==> config.mk <==
export PLATFORM = sky130hd
export DESIGN_NAME = synchronous_fifo
export DESIGN_NICKNAME = d
export VERILOG_FILES = /design/src/rtl/synchronous_fifo_pkg.sv /design/src/rtl/synchronous_fifo_mem.sv /design/src/rtl/synchronous_fifo.sv
export SDC_FILE = /design/constraint.sdc
export NUM_CORES = 1
export LEC_CHECK = 0
export ABC_CLOCK_PERIOD_IN_PS = 2200
export CORE_ASPECT_RATIO = 0.9
export CORE_MARGIN = 4
export CORE_UTILIZATION = 36
export CTS_BUF_LIST = sky130_fd_sc_hd__clkbuf_16
export DETAILED_ROUTE_END_ITERATION = 8
export GPL_TIMING_DRIVEN = 1
export PLACE_DENSITY = 0.55
export SETUP_SLACK_MARGIN = 0.15
export SKIP_LAST_GASP = 1
export SLEW_MARGIN = 20
export SYNTH_ARGS = -nofsm -noshare
export SYNTH_HDL_FRONTEND = slang
export SYNTH_SLANG_ARGS = --single-unit
export TNS_END_PERCENT = 20
==> constraint.sdc <==
create_clock -name clk -period 2.2 [get_ports clk]
set_clock_uncertainty 0.15 [all_clocks]
set_input_delay 0.22 -clock clk [delete_from_list [all_inputs] [get_ports clk]]
set_output_delay 0.22 -clock clk [all_outputs]
set_load 0.05 [all_outputs]
==> src/rtl/synchronous_fifo_pkg.sv <==
// +----------------------------------------------------------------------+
// | synchronous_fifo_pkg : shared defaults for the single-clock FIFO     |
// | Revision : 1.0                                                       |
// +----------------------------------------------------------------------+
`default_nettype none

package synchronous_fifo_pkg;

  localparam int unsigned DEFAULT_DEPTH      = 8;
  localparam int unsigned DEFAULT_DATA_WIDTH = 6;

endpackage : synchronous_fifo_pkg

`default_nettype wire

==> src/rtl/synchronous_fifo_mem.sv <==
// +----------------------------------------------------------------------+
// | synchronous_fifo_mem : DEPTH x DATA_WIDTH register array with a      |
// |                        synchronous write port and registered read    |
// | Revision : 1.0                                                       |
// +----------------------------------------------------------------------+
`default_nettype none

module synchronous_fifo_mem
  import synchronous_fifo_pkg::*;
#(
  parameter int unsigned DEPTH      = DEFAULT_DEPTH,
  parameter int unsigned DATA_WIDTH = DEFAULT_DATA_WIDTH,
  parameter int unsigned ADDR_BITS  = $clog2(DEPTH)
) (
  input  logic                  clk,
  input  logic                  rst_n,
  input  logic                  wr_en,
  input  logic [ADDR_BITS-1:0]  wr_addr,
  input  logic [DATA_WIDTH-1:0] wr_data,
  input  logic                  rd_en,
  input  logic [ADDR_BITS-1:0]  rd_addr,
  output logic [DATA_WIDTH-1:0] rd_data
);

  logic [DATA_WIDTH-1:0] mem_q [DEPTH];
  logic [DATA_WIDTH-1:0] rd_data_d;
  logic [DATA_WIDTH-1:0] rd_data_q;

  // Storage has no reset: only the pointers define what is valid.
  always_ff @(posedge clk) begin
    if (wr_en) begin
      mem_q[wr_addr] <= wr_data;
    end
  end

  always_comb begin
    rd_data_d = rd_data_q;
    if (rd_en) begin
      rd_data_d = mem_q[rd_addr];
    end
  end

  always_ff @(posedge clk or negedge rst_n) begin
    if (!rst_n) begin
      rd_data_q <= '0;
    end else begin
      rd_data_q <= rd_data_d;
    end
  end

  assign rd_data = rd_data_q;

endmodule : synchronous_fifo_mem

`default_nettype wire

==> src/rtl/synchronous_fifo.sv <==
// +----------------------------------------------------------------------+
// | synchronous_fifo : single-clock FIFO with FULL/EMPTY flags and       |
// |                    exposed wrap-bit pointers                         |
// | Revision : 1.0                                                       |
// +----------------------------------------------------------------------+
`default_nettype none

module synchronous_fifo
  import synchronous_fifo_pkg::*;
#(
  parameter int unsigned DEPTH      = DEFAULT_DEPTH,
  parameter int unsigned DATA_WIDTH = DEFAULT_DATA_WIDTH
) (
  input  logic                           clk,
  input  logic                           rst_n,
  input  logic                           wr_en,
  input  logic                           rd_en,
  output logic                           FULL,
  output logic                           EMPTY,
  input  logic [DATA_WIDTH-1:0]          data_in,
  output logic [DATA_WIDTH-1:0]          data_out,
  output logic [$clog2(DEPTH):0]         wr_ptr,
  output logic [$clog2(DEPTH):0]         rd_ptr
);

  localparam int unsigned PTR_BITS = $clog2(DEPTH);

  logic [PTR_BITS:0] wr_ptr_d, wr_ptr_q;
  logic [PTR_BITS:0] rd_ptr_d, rd_ptr_q;
  logic              wr_accept;
  logic              rd_accept;
  logic              full;
  logic              empty;

  // Extra MSB distinguishes a full pass from an empty buffer at equal indices.
  assign empty = (wr_ptr_q == rd_ptr_q);
  assign full  = (wr_ptr_q[PTR_BITS] != rd_ptr_q[PTR_BITS]) &&
                 (wr_ptr_q[PTR_BITS-1:0] == rd_ptr_q[PTR_BITS-1:0]);

  assign wr_accept = wr_en && !full;
  assign rd_accept = rd_en && !empty;

  always_comb begin
    wr_ptr_d = wr_ptr_q;
    rd_ptr_d = rd_ptr_q;
    if (wr_accept) begin
      wr_ptr_d = wr_ptr_q + {{PTR_BITS{1'b0}}, 1'b1};
    end
    if (rd_accept) begin
      rd_ptr_d = rd_ptr_q + {{PTR_BITS{1'b0}}, 1'b1};
    end
  end

  always_ff @(posedge clk or negedge rst_n) begin
    if (!rst_n) begin
      wr_ptr_q <= '0;
      rd_ptr_q <= '0;
    end else begin
      wr_ptr_q <= wr_ptr_d;
      rd_ptr_q <= rd_ptr_d;
    end
  end

  synchronous_fifo_mem #(
    .DEPTH      (DEPTH),
    .DATA_WIDTH (DATA_WIDTH),
    .ADDR_BITS  (PTR_BITS)
  ) u_mem (
    .clk     (clk),
    .rst_n   (rst_n),
    .wr_en   (wr_accept),
    .wr_addr (wr_ptr_q[PTR_BITS-1:0]),
    .wr_data (data_in),
    .rd_en   (rd_accept),
    .rd_addr (rd_ptr_q[PTR_BITS-1:0]),
    .rd_data (data_out)
  );

  assign FULL   = full;
  assign EMPTY  = empty;
  assign wr_ptr = wr_ptr_q;
  assign rd_ptr = rd_ptr_q;

endmodule : synchronous_fifo

`default_nettype wire

; ---- Word-level counts from Yosys, hierarchy flattened
; Memory sizes are Yosys's and may differ from the RTL's. A register that Yosys moved wholly into a read port is not among the register bits.
; Cells that the tools add are included.
[op_classes]
n_eq_ne = 3
muxes = 2
n_reduce_logical = 6
add_sub_neg = 2
[op_table]
columns = operator, count
row1 = "4-bit by 1-bit adder with 4-bit output, second input constant", 2
row2 = 4-bit equality test, 1
row3 = 3-bit equality test, 1
row4 = 1-bit logical AND, 3
row5 = 1-bit logical NOT, 3
row6 = 1-bit 2-to-1 mux, 2
row7 = 1-bit inequality test, 1
[totals]
output_inout_bits = 16
wordCells = 16
mem_count = 1
mem_bits_rw = 48
register_bits = 8
in_bits = 10
[mem_list]
columns = memory, depth, word_bits, read_ports, rd_clocked_by_memory_dff, write_ports, line_no
row1 = u_mem.mem_q, 8, 6, 1, 1, 1, synchronous_fifo_mem.sv:25  ; logic [DATA_WIDTH-1:0] mem_q [DEPTH];

; ---- Logic depth before layout (Yosys ltp)
; Gate-level depths: netlist of run 1.
[logic_depth]
word_depth = 6
ltp_mapped = 6
depth_no_buf = 4

; ---- Modules after synthesis
; A second synthesis of run 1 with hierarchy kept.
[unflattened]
cells_unflattened = 168
hier_area_um2 = 2706.3
[modules_own_cells]
columns = mod, cells_each, area_per_inst_um2, instances
row1 = synchronous_fifo_mem, 124, 2147.1, 1
row2 = synchronous_fifo, 44, 559.3, 1

; ---- Worst setup path after synthesis of run 1
; No wires, ideal clock.
[synth_timing]
kind = reg2out
start = reg rd_ptr_q[0] (netlist: rd_ptr[0])
end = out EMPTY
t_arrival_ps = 2415
stages_incl_launch_ff = 5
path_slack_ps = -585
t_required_ps = 1830
path_cell_list = dfrtp_1 -> buf_2 -> xor2_2 -> or2_2 -> nor3_1
[synth_via]
elab_chain_len = 1
[synth_rtl]
columns = item, line_no
row1 = "start, declared", synchronous_fifo.sv:29  ; logic [PTR_BITS:0] rd_ptr_d, rd_ptr_q;
row2 = "start signal, assigned", synchronous_fifo.sv:60  ; rd_ptr_q <= rd_ptr_d;
row3 = 4-bit equality test, synchronous_fifo.sv:36  ; assign empty = (wr_ptr_q == rd_ptr_q);
row4 = "end, declared", synchronous_fifo.sv:19  ; output logic EMPTY,
; No other way between the ends.

; ---- Worst setup path after layout of run 1
[layout_timing]
start = reg rd_ptr_q[0] (netlist: rd_ptr[0])
end = out FULL
[layout_via]
elab_chain_len = 2
[layout_rtl]
columns = item, line_no
row1 = 3-bit equality test, synchronous_fifo.sv:38  ; (wr_ptr_q[PTR_BITS-1:0] == rd_ptr_q[PTR_BITS-1:0]);
row2 = 1-bit logical AND, synchronous_fifo.sv:37  ; assign full = (wr_ptr_q[PTR_BITS] != rd_ptr_q[PTR_BITS]) &&
row3 = "end, declared", synchronous_fifo.sv:18  ; output logic FULL,
; No other way between the ends.

==> results of run 1 <==
==> what timing repair did <==
action,4_1_cts,5_1_grt
gates resized for setup,4,3
buffers inserted,0,3
endpoints found under the setup margin,27,44
pin swaps,0,2
==> sequential cells by signal, indices dropped and copies added, names as in the netlist <==
signal,cells
rd_ptr,4
u_mem.mem_q,48
u_mem.rd_data,6
wr_ptr,4
==> how the worst min path moves through the flow <==
stage	startpoint	endpoint	slack (ns)	cells after the start
CTS	rst_n	u_mem.rd_data[5]	0.17	1
global route	rst_n	rd_ptr[0]	0.20	1
finish	rst_n	rd_ptr[0]	0.15	1
detailed placement	u_mem.rd_data[5]	u_mem.rd_data[5]	0.33	2
global placement	u_mem.rd_data[1]	u_mem.rd_data[1]	0.31	2
floorplan	rst_n	rd_ptr[0]	-0.23	0
==> cell type report <==
type                       count  area (um2)  area share (%)
clock buffer                   9         225            6.73
tap                           90         113            3.36
sequential                    62        1800            53.8
multi-input combinational     67         810            24.2
clock inverter                 7        33.8            1.01
inverter                       3        11.3           0.336
timing repair buffer          35         354            10.6
==> critical path, cell delays in order, from the launching register on <==
cell	delay, ns
dfrtp_2	0.46
xor2_4	0.22
or2_4	0.27
nor3_4	0.20
buf_12	0.16
==> synth_stat cells <==
master | count | area share (%)
nor3_2 | 1 | 0.39
xor2_2 | 3 | 1.9
buf_4 | 3 | 0.88
dfrtp_1 | 14 | 14
or2_1 | 1 | 0.25
nand2_1 | 7 | 1.0
nor2_1 | 8 | 1.2
inv_1 | 3 | 0.44
mux4_2 | 12 | 11
buf_6 | 1 | 0.44
edfxtp_1 | 48 | 56
buf_2 | 2 | 0.39
mux2i_1 | 6 | 2.4
mux2_1 | 2 | 0.88
xnor2_1 | 4 | 1.4
o41ai_4 | 2 | 2.2
o21ai_0 | 4 | 0.78
xor2_1 | 4 | 1.4
clkbuf_1 | 1 | 0.15
nand2b_1 | 3 | 0.73
nand3_1 | 1 | 0.20
ha_1 | 2 | 0.98
or2_2 | 1 | 0.25
nor3_1 | 4 | 0.78
o21ai_1 | 2 | 0.39
==> cells by family after synthesis <==
logic type | share of synthesized area [%]
buf+inv | 2.30
fa+ha+maj | 0.979
compound gates | 3.33
simple gates | 4.80
xor+xnor | 4.65
mux | 13.8
flops | 70.1
==> power by group through the flow <==
stage,clock (mW),combinational (mW),sequential [mW]
after global placement,0,2.41,1.76
after CTS,1.23,2.43,1.76
after detailed placement,0,2.44,1.78
final,1.20,2.47,1.75
after global routing,1.29,2.64,1.78
after floorplan,0,1.35,2.20
==> routing by layer <==
metal,vias up,track usage [%]
met5,-,0
met4,0,4.59
met3,5,5.33
met2,30,18.0
met1,669,17.8
li1,608,-
==> impl_metrics.py, run 1 <==
metrics = {
    "outcome": {
        "status": "complete, no violations",
    },
    "pwr": {
        "power_frac_clock_pct": 22.2,
        "sw_frac_of_total_pct": 39.2,
        "power.net_switching_mw": 2.13,
        "seqPwrFrac_pct": 32.3,
        "vdd_drop_max_v": 0.000657,
        "p_comb_share_pct": 45.5,
        "leakage_nw": 1.19,
        "total_power_mw": 5.43,
        "internal_power_mw": 3.30,
        "powerDensity_nw_per_um2": 1620,
    },
    "sta": {
        "fmax_mhz": 498,
        "period_share_pct": 91.2,
        "tns_ns": 0,
        "fin_ws_ns": 0.193,
        "fin_crit_ns": 2.01,
        "rsz0062_at_grt": "yes",
        "worst-slew-pin-transition_ns": 0.652,
        "final-setup-viol-count": 0,
        "slew_headroom_pct": 56.4,
        "drv_slew": 0,
        "finalHoldViolCount": 0,
        "hold-worst-slack_ns": 0.152,
    },
    "floorplan": {
        "dieArea_um2": 8510,
        "die_x_um": 96.8,
        "die_y_um": 87.9,
        "core_um2": 6730,
        "num_rows": 28,
        "ios": 26,
        "start_util_pct": 38.0,
    },
    "critical_path": {
        "reg2regPathDepth": 3,
        "cp-startpoint": "rd_ptr[0]",
        "reg2reg_slack_ns": 0.23,
        "critPathRequiredTime_ns": 1.83,
        "worstSetupEndpointType": "output pin",
        "r2r-end": "u_mem.mem_q[7][4]",
        "crit_type": "register to output pin",
        "crit_end": "FULL",
        "rr_startpoint": "rd_ptr[3]",
        "cp_max_fo": 3,
        "arrival_ns": 1.64,
        "cp-start-kind": "register",
    },
    "clock_tree": {
        "cts_tree": "yes",
        "cts_max_path_buffers": 2,
        "postCtsHoldBufs": 0,
        "cts.clk_slew.worst_paths_ns": 0.05,
        "root_buffer": "clkbuf_16",
        "clock_latency_ns": 0.32,
        "cts_buffers": 9,
        "cts_max_level": 3,
        "numClockSinks": 62,
    },
    "routing": {
        "drt-wirelength-per-cell_um": 17.8,
        "met1_length_um": 2420,
        "drcViolationCount": 0,
        "drt_iter0_drc": 64,
        "dr_wl_met3_um": 219,
        "ant_nets": 0,
        "maxUsedRoutingLayer": "met4",
        "routed_via_density": 4.81,
        "wl_met2_um": 2170,
        "wl_um": 4850,
        "drtPass1Iterations": 4,
        "num_vias": 1312,
    },
    "layout": {
        "final_common_cell": "edfxtp_1",
        "final_layout_size_suffix_gt1_share_pct": 35.5,
        "final_cells": 273,
        "fillers": 577,
        "area_growth_pct": 31.0,
        "final_core_util_pct": 49.8,
        "antenna_cells": 0,
        "final_cell_mix": "edfxtp_1 (48), clkdlybuf4s50_1 (18), mux4_2 (12)",
        "nNetsFinal": 190,
        "fin_area_um2": 3350,
    },
    "grt": {
        "grt.total_usage_pct": 12.8,
        "grt_pass1_wl_um": 7910,
        "grt_pass1_vias": 1385,
        "grt_antenna_before_repair": 0,
        "grt-ovfl-total": 0,
        "grt_max_degree": 17,
    },
    "flow_run": {
        "drv_cap": 0,
    },
    "placed_design": {
        "pre_cts_ws_ns": 0.0927,
        "postPlaceCellArea_um2": 3040,
        "port-buffer-count": 25,
        "dp_hpwl_um": 3460,
        "gp_congestion": 0.815,
        "dp_cells": 254,
    },
    "yosys": {
        "ys_warn_count": 0,
        "syn_avg_cell_area_um2": 18.4,
        "synth-seq-area-share_pct": 70.1,
        "synth.distinct_cells": 25,
        "ys_ff_latch": 62,
        "synth_nets": 151,
        "syn-cell-area_um2": 2550,
        "synthCells": 139,
    },
    "worst_hold_path": {
        "hold_path_class": "input pin to async pin",
    },
}
No activity file was read; power rests on OpenSTA's default activity.
==> run 2, diff against run 1 <==
--- a/config.mk
+++ b/config.mk
@@ -7,7 +7,7 @@
 export LEC_CHECK = 0
 export ABC_CLOCK_PERIOD_IN_PS = 2200
 export CORE_ASPECT_RATIO = 0.9
-export CORE_MARGIN = 4
+export CORE_MARGIN = 2
 export CORE_UTILIZATION = 36
 export CTS_BUF_LIST = sky130_fd_sc_hd__clkbuf_16
 export DETAILED_ROUTE_END_ITERATION = 8
==> impl_metrics.py, run 2 (synthesized netlist as in run 1, its figures left out) <==
metrics = {
    "critical_path": {
        "cp-start-kind": "register",
        "worstSetupEndpointType": "register",
        "rr_startpoint": "rd_ptr[2]",
        "cp_slowest_cell": "dfrtp_2",
        "crit_type": "register to register",
        "cp_max_fo": 6,
        "r2r-end": "u_mem.mem_q[6][5]",
        "reg2regPathDepth": 4,
        "path_cells": "xor2_4, o41ai_4, or2_1, nor2_2",
        "reg2reg_slack_ns": 0.16,
        "critPathRequiredTime_ns": 2.03,
        "critPathMaxStageDelay_ns": 0.44,
        "arrival_ns": 1.87,
    },
    "layout": {
        "multi_input_area_um2": 802,
        "final_cell_mix": "edfxtp_1 (48), clkdlybuf4s50_1 (18), mux4_2 (12)",
        "regMostFlops": "u_mem.mem_q",
        "final_core_util_pct": 48.2,
        "final_common_cell": "edfxtp_1",
        "final_cells": 275,
        "regArea_um2": 1800,
        "antenna_cells": 0,
        "nNetsFinal": 189,
        "largest_reg_flops": 48,
        "final_layout_size_suffix_gt1_share_pct": 36.8,
        "fin_area_um2": 3360,
        "area_growth_pct": 31.3,
        "fillers": 594,
    },
    "pwr": {
        "p_comb_share_pct": 44.2,
        "vdd_drop_max_v": 0.000659,
        "power.net_switching_mw": 2.19,
        "internal_power_mw": 3.28,
        "leakage_nw": 1.17,
        "powerDensity_nw_per_um2": 1630,
        "power_frac_clock_pct": 23.8,
        "sw_frac_of_total_pct": 40.1,
        "total_power_mw": 5.48,
        "seqPwrFrac_pct": 31.9,
    },
    "clock_tree": {
        "cts_tree": "yes",
        "cts_max_level": 3,
        "cts_max_path_buffers": 2,
        "cts_buffers": 9,
        "numClockSinks": 62,
        "root_buffer": "clkbuf_16",
        "clock_latency_ns": 0.32,
        "postCtsHoldBufs": 0,
        "cts.clk_slew.worst_paths_ns": 0.06,
    },
    "routing": {
        "num_vias": 1306,
        "drt-wirelength-per-cell_um": 17.7,
        "drt_iter0_drc": 76,
        "drcViolationCount": 0,
        "ant_nets": 0,
        "drtPass1Iterations": 4,
        "routed_via_density": 4.75,
        "wl_um": 4860,
    },
    "flow_run": {
        "drv_cap": 0,
    },
    "floorplan": {
        "start_util_pct": 36.7,
        "die_x_um": 92.8,
        "dieArea_um2": 7790,
        "ios": 26,
        "die_y_um": 83.9,
        "core_um2": 6970,
        "num_rows": 29,
    },
    "grt": {
        "grt_pass1_wl_um": 7710,
        "grt_max_degree": 17,
        "grt-ovfl-total": 0,
        "grt_pass1_vias": 1366,
        "grt.total_usage_pct": 14.0,
        "grt_antenna_before_repair": 0,
    },
    "sta": {
        "drv_slew": 0,
        "finalHoldViolCount": 0,
        "period_share_pct": 92.6,
        "fin_ws_ns": 0.163,
        "worst-slew-pin-transition_ns": 0.690,
        "hold-worst-slack_ns": 0.166,
        "slew_headroom_pct": 53.8,
        "fin_crit_ns": 2.04,
        "rsz0062_at_grt": "yes",
        "fmax_mhz": 491,
        "final-setup-viol-count": 0,
        "tns_ns": 0,
    },
    "placed_design": {
        "postPlaceCellArea_um2": 3040,
        "port-buffer-count": 25,
        "dp_cells": 256,
        "pre_cts_ws_ns": 0.124,
        "dp_hpwl_um": 3310,
        "gp_congestion": 0.749,
    },
    "outcome": {
        "status": "complete, no violations",
    },
    "worst_hold_path": {
        "hold_path_class": "input pin to async pin",
    },
}
run 2: critical path, delay by kind of cell, from the launching register on:
family	cells	cell delay [ns]
AOI/OAI and AO/OA	1	0.13
and+or+nand+nor	2	0.63
DFF	1	0.44
xor gates and xnor gates	1	0.34
run 2: worst max-delay path by stage:
stage / from / endpoint / cells after the start / slack (ns)
floorplan: rd_ptr[2] / u_mem.mem_q[4][0] / 5 / 0.07
global placement: rd_ptr[2] / u_mem.mem_q[4][1] / 4 / 0.17
detailed placement: rd_ptr[2] / u_mem.mem_q[6][0] / 4 / 0.12
CTS: rd_ptr[2] / u_mem.mem_q[6][5] / 4 / 0.12
global route: rd_ptr[2] / u_mem.mem_q[1][2] / 4 / 0.07
finish: rd_ptr[2] / u_mem.mem_q[6][5] / 4 / 0.16
run 2: layout make-up:
type | count | area share, %
Clock inverter | 7 | 1.72
Sequential cell | 62 | 53.7
Multi-Input combinational cell | 67 | 23.9
Tap cell | 93 | 3.47
Timing Repair Buffer | 34 | 10.2
Inverter | 3 | 0.336
Clock buffer | 9 | 6.71
run 2: routing by layer:
layer  wire (um)  global-route usage, %  vias up
met1        2310                   19.7      662
met2        2290                   19.8       33
met5           0                      0        -
met4          61                   4.81        0
met3         193                   5.69        6
li1            -                      -      605
run 2: timing repair:
item                       in CTS  in global routing
hold endpoints to repair        0                  0
setup buffers                   0                  3
gates resized for setup         3                  1
setup endpoints to repair      33                 49
run 2: power by group through the flow:
| stage | sequential, mW | clock [mW] | combinational, mW |
|---|---|---|---|
| 6_report | 1.75 | 1.30 | 2.42 |
| 5_1_grt | 1.78 | 1.40 | 2.58 |
| 4_1_cts | 1.75 | 1.33 | 2.41 |
| 3_5_place_dp | 1.78 | 0 | 2.42 |
| 3_3_place_gp | 1.76 | 0 | 2.39 |
| 2_1_floorplan | 2.20 | 0 | 1.35 |
==> run 3, diff against run 2 <==
--- a/config.mk
+++ b/config.mk
@@ -7,7 +7,6 @@
 export LEC_CHECK = 0
 export ABC_CLOCK_PERIOD_IN_PS = 2200
 export CORE_ASPECT_RATIO = 0.9
-export CORE_MARGIN = 2
 export CORE_UTILIZATION = 36
 export CTS_BUF_LIST = sky130_fd_sc_hd__clkbuf_16
 export DETAILED_ROUTE_END_ITERATION = 8
==> impl_metrics.py, run 3 (synthesized netlist as in run 1, its figures left out) <==
metrics = {
    "placed_design": {
        "dp_hpwl_um": 3410,
        "port-buffer-count": 25,
        "gp_congestion": 0.752,
        "pre_cts_ws_ns": 0.0843,
    },
    "pwr": {
        "p_comb_share_pct": 42.6,
        "vdd_drop_max_v": 0.000807,
        "total_power_mw": 5.57,
        "power_frac_clock_pct": 26.0,
        "sw_frac_of_total_pct": 37.9,
        "powerDensity_nw_per_um2": 1670,
        "internal_power_mw": 3.46,
        "seqPwrFrac_pct": 31.4,
        "leakage_nw": 1.19,
        "power.net_switching_mw": 2.11,
    },
    "sta": {
        "tns_ns": 0,
        "worst-slew-pin-transition_ns": 0.696,
        "hold-worst-slack_ns": 0.153,
        "fin_ws_ns": 0.0707,
        "slew_headroom_pct": 53.3,
        "fmax_mhz": 470,
        "finalHoldViolCount": 0,
        "final-setup-viol-count": 0,
        "fin_crit_ns": 2.13,
        "drv_slew": 0,
        "rsz0062_at_grt": "yes",
        "period_share_pct": 96.8,
    },
    "layout": {
        "nNetsFinal": 187,
        "regArea_um2": 1800,
        "final_common_cell": "edfxtp_1",
        "antenna_cells": 0,
        "fillers": 573,
        "area_growth_pct": 31.0,
        "largest_reg_flops": 48,
        "regMostFlops": "u_mem.mem_q",
        "multi_input_area_um2": 797,
        "final_cell_mix": "edfxtp_1 (48), clkdlybuf4s50_1 (19), mux4_2 (12)",
        "final_layout_size_suffix_gt1_share_pct": 34.4,
    },
    "outcome": {
        "status": "complete, no violations",
    },
    "critical_path": {
        "worstSetupEndpointType": "register",
        "arrival_ns": 1.94,
        "critPathRequiredTime_ns": 2.01,
        "rr_startpoint": "rd_ptr[3]",
        "cp-start-kind": "register",
        "cp_max_fo": 6,
        "crit_type": "register to register",
        "cp-startpoint": "rd_ptr[3]",
    },
    "clock_tree": {
        "cts_max_path_buffers": 2,
        "cts_buffers": 9,
        "cts.clk_slew.worst_paths_ns": 0.05,
        "clock_latency_ns": 0.32,
        "post_cts_resized": 3,
        "cts_tree": "yes",
        "cts_max_level": 3,
        "postCtsSetupRepairBufs": 0,
        "numClockSinks": 62,
        "root_buffer": "clkbuf_16",
        "postCtsHoldBufs": 0,
    },
    "worst_hold_path": {
        "hold_path_class": "input pin to async pin",
    },
    "floorplan": {
        "die_y_um": 81.9,
        "start_util_pct": 38.0,
        "dieArea_um2": 7440,
        "die_x_um": 90.8,
        "ios": 26,
        "core_um2": 6730,
        "num_rows": 28,
    },
    "flow_run": {
        "drv_cap": 0,
    },
    "routing": {
        "drt_iter0_drc": 91,
        "num_vias": 1273,
        "wl_um": 4900,
        "drt-wirelength-per-cell_um": 18.1,
        "routed_via_density": 4.71,
        "ant_nets": 0,
        "drtPass1Iterations": 4,
        "drcViolationCount": 0,
    },
    "grt": {
        "grt_pass1_wl_um": 7880,
        "grt.total_usage_pct": 15.4,
        "grt_antenna_before_repair": 0,
        "grt_pass1_vias": 1360,
        "grt_max_degree": 17,
        "grt-ovfl-total": 0,
    },
}
## run 3: cell types whose count changed in the layout (fill, tap and decap cells not counted)
| cell | delta |
|---|---|
| clkinv_2 | +3 |
| clkinvlp_4 | -3 |
| inv_6 | -3 |
| buf_4 | -2 |
| bufinv_16 | +2 |
| inv_1 | +2 |
| buf_12 | -1 |
| clkdlybuf4s50_1 | +1 |
| clkinv_4 | -1 |
| nor2_2 | +1 |
| nor2_4 | -1 |
## run 3: layout make-up
cell class                 instances  area share (%)
inverter                           3           0.336
multi-input combinational         67            23.8
clock buffer                       9            6.73
timing repair buffer              32            9.46
sequential                        62            53.8
tap                               90            3.36
clock inverter                     7            2.47
## run 3: final timing paths
check / cells past startpoint / slack, ns / to
worst min register to register: 2 / 0.32 / u_mem.rd_data[5]
max in group asynchronous: 1 / 1.28 / rd_ptr[2]
worst min-delay path: 1 / 0.15 / u_mem.rd_data[2]
worst max-delay path: 4 / 0.07 / u_mem.mem_q[6][5]
worst max register to register: 4 / 0.07 / u_mem.mem_q[6][5]
min in group clk: 2 / 0.32 / u_mem.rd_data[5]
## run 3: critical path: stages (launching register included)
cell	delay, ns
dfrtp_2	0.44
xnor2_2	0.30
o41ai_4	0.15
or2_1	0.31
nor2_2	0.42
## run 3: layer usage
metal / vias to the layer above / GRT usage, % / share of wire [%]
met4: 0 / 6.98 / 1.8
met5: - / 0 / 0
met1: 641 / 20.8 / 47
met3: 6 / 6.94 / 4.9
met2: 31 / 21.4 / 46
li1: 595 / - / -
## run 3: through the flow
step,instances,area (um2),utilization [%]
2_1_floorplan,139,2670,-
3_3_place_gp,254,3040,45.2
3_5_place_dp,254,3040,45.2
4_1_cts,270,3350,49.8
5_1_grt,270,3350,49.8
6_report,270,3350,49.8
## run 3: power by group through the flow
stage | Sequential, mW | Combinational, mW | Clock, mW
after floorplan | 2.20 | 1.35 | 0
after global placement | 1.76 | 2.41 | 0
after detailed placement | 1.78 | 2.42 | 0
after CTS | 1.76 | 2.41 | 1.47
after global routing | 1.78 | 2.54 | 1.54
final | 1.75 | 2.37 | 1.45
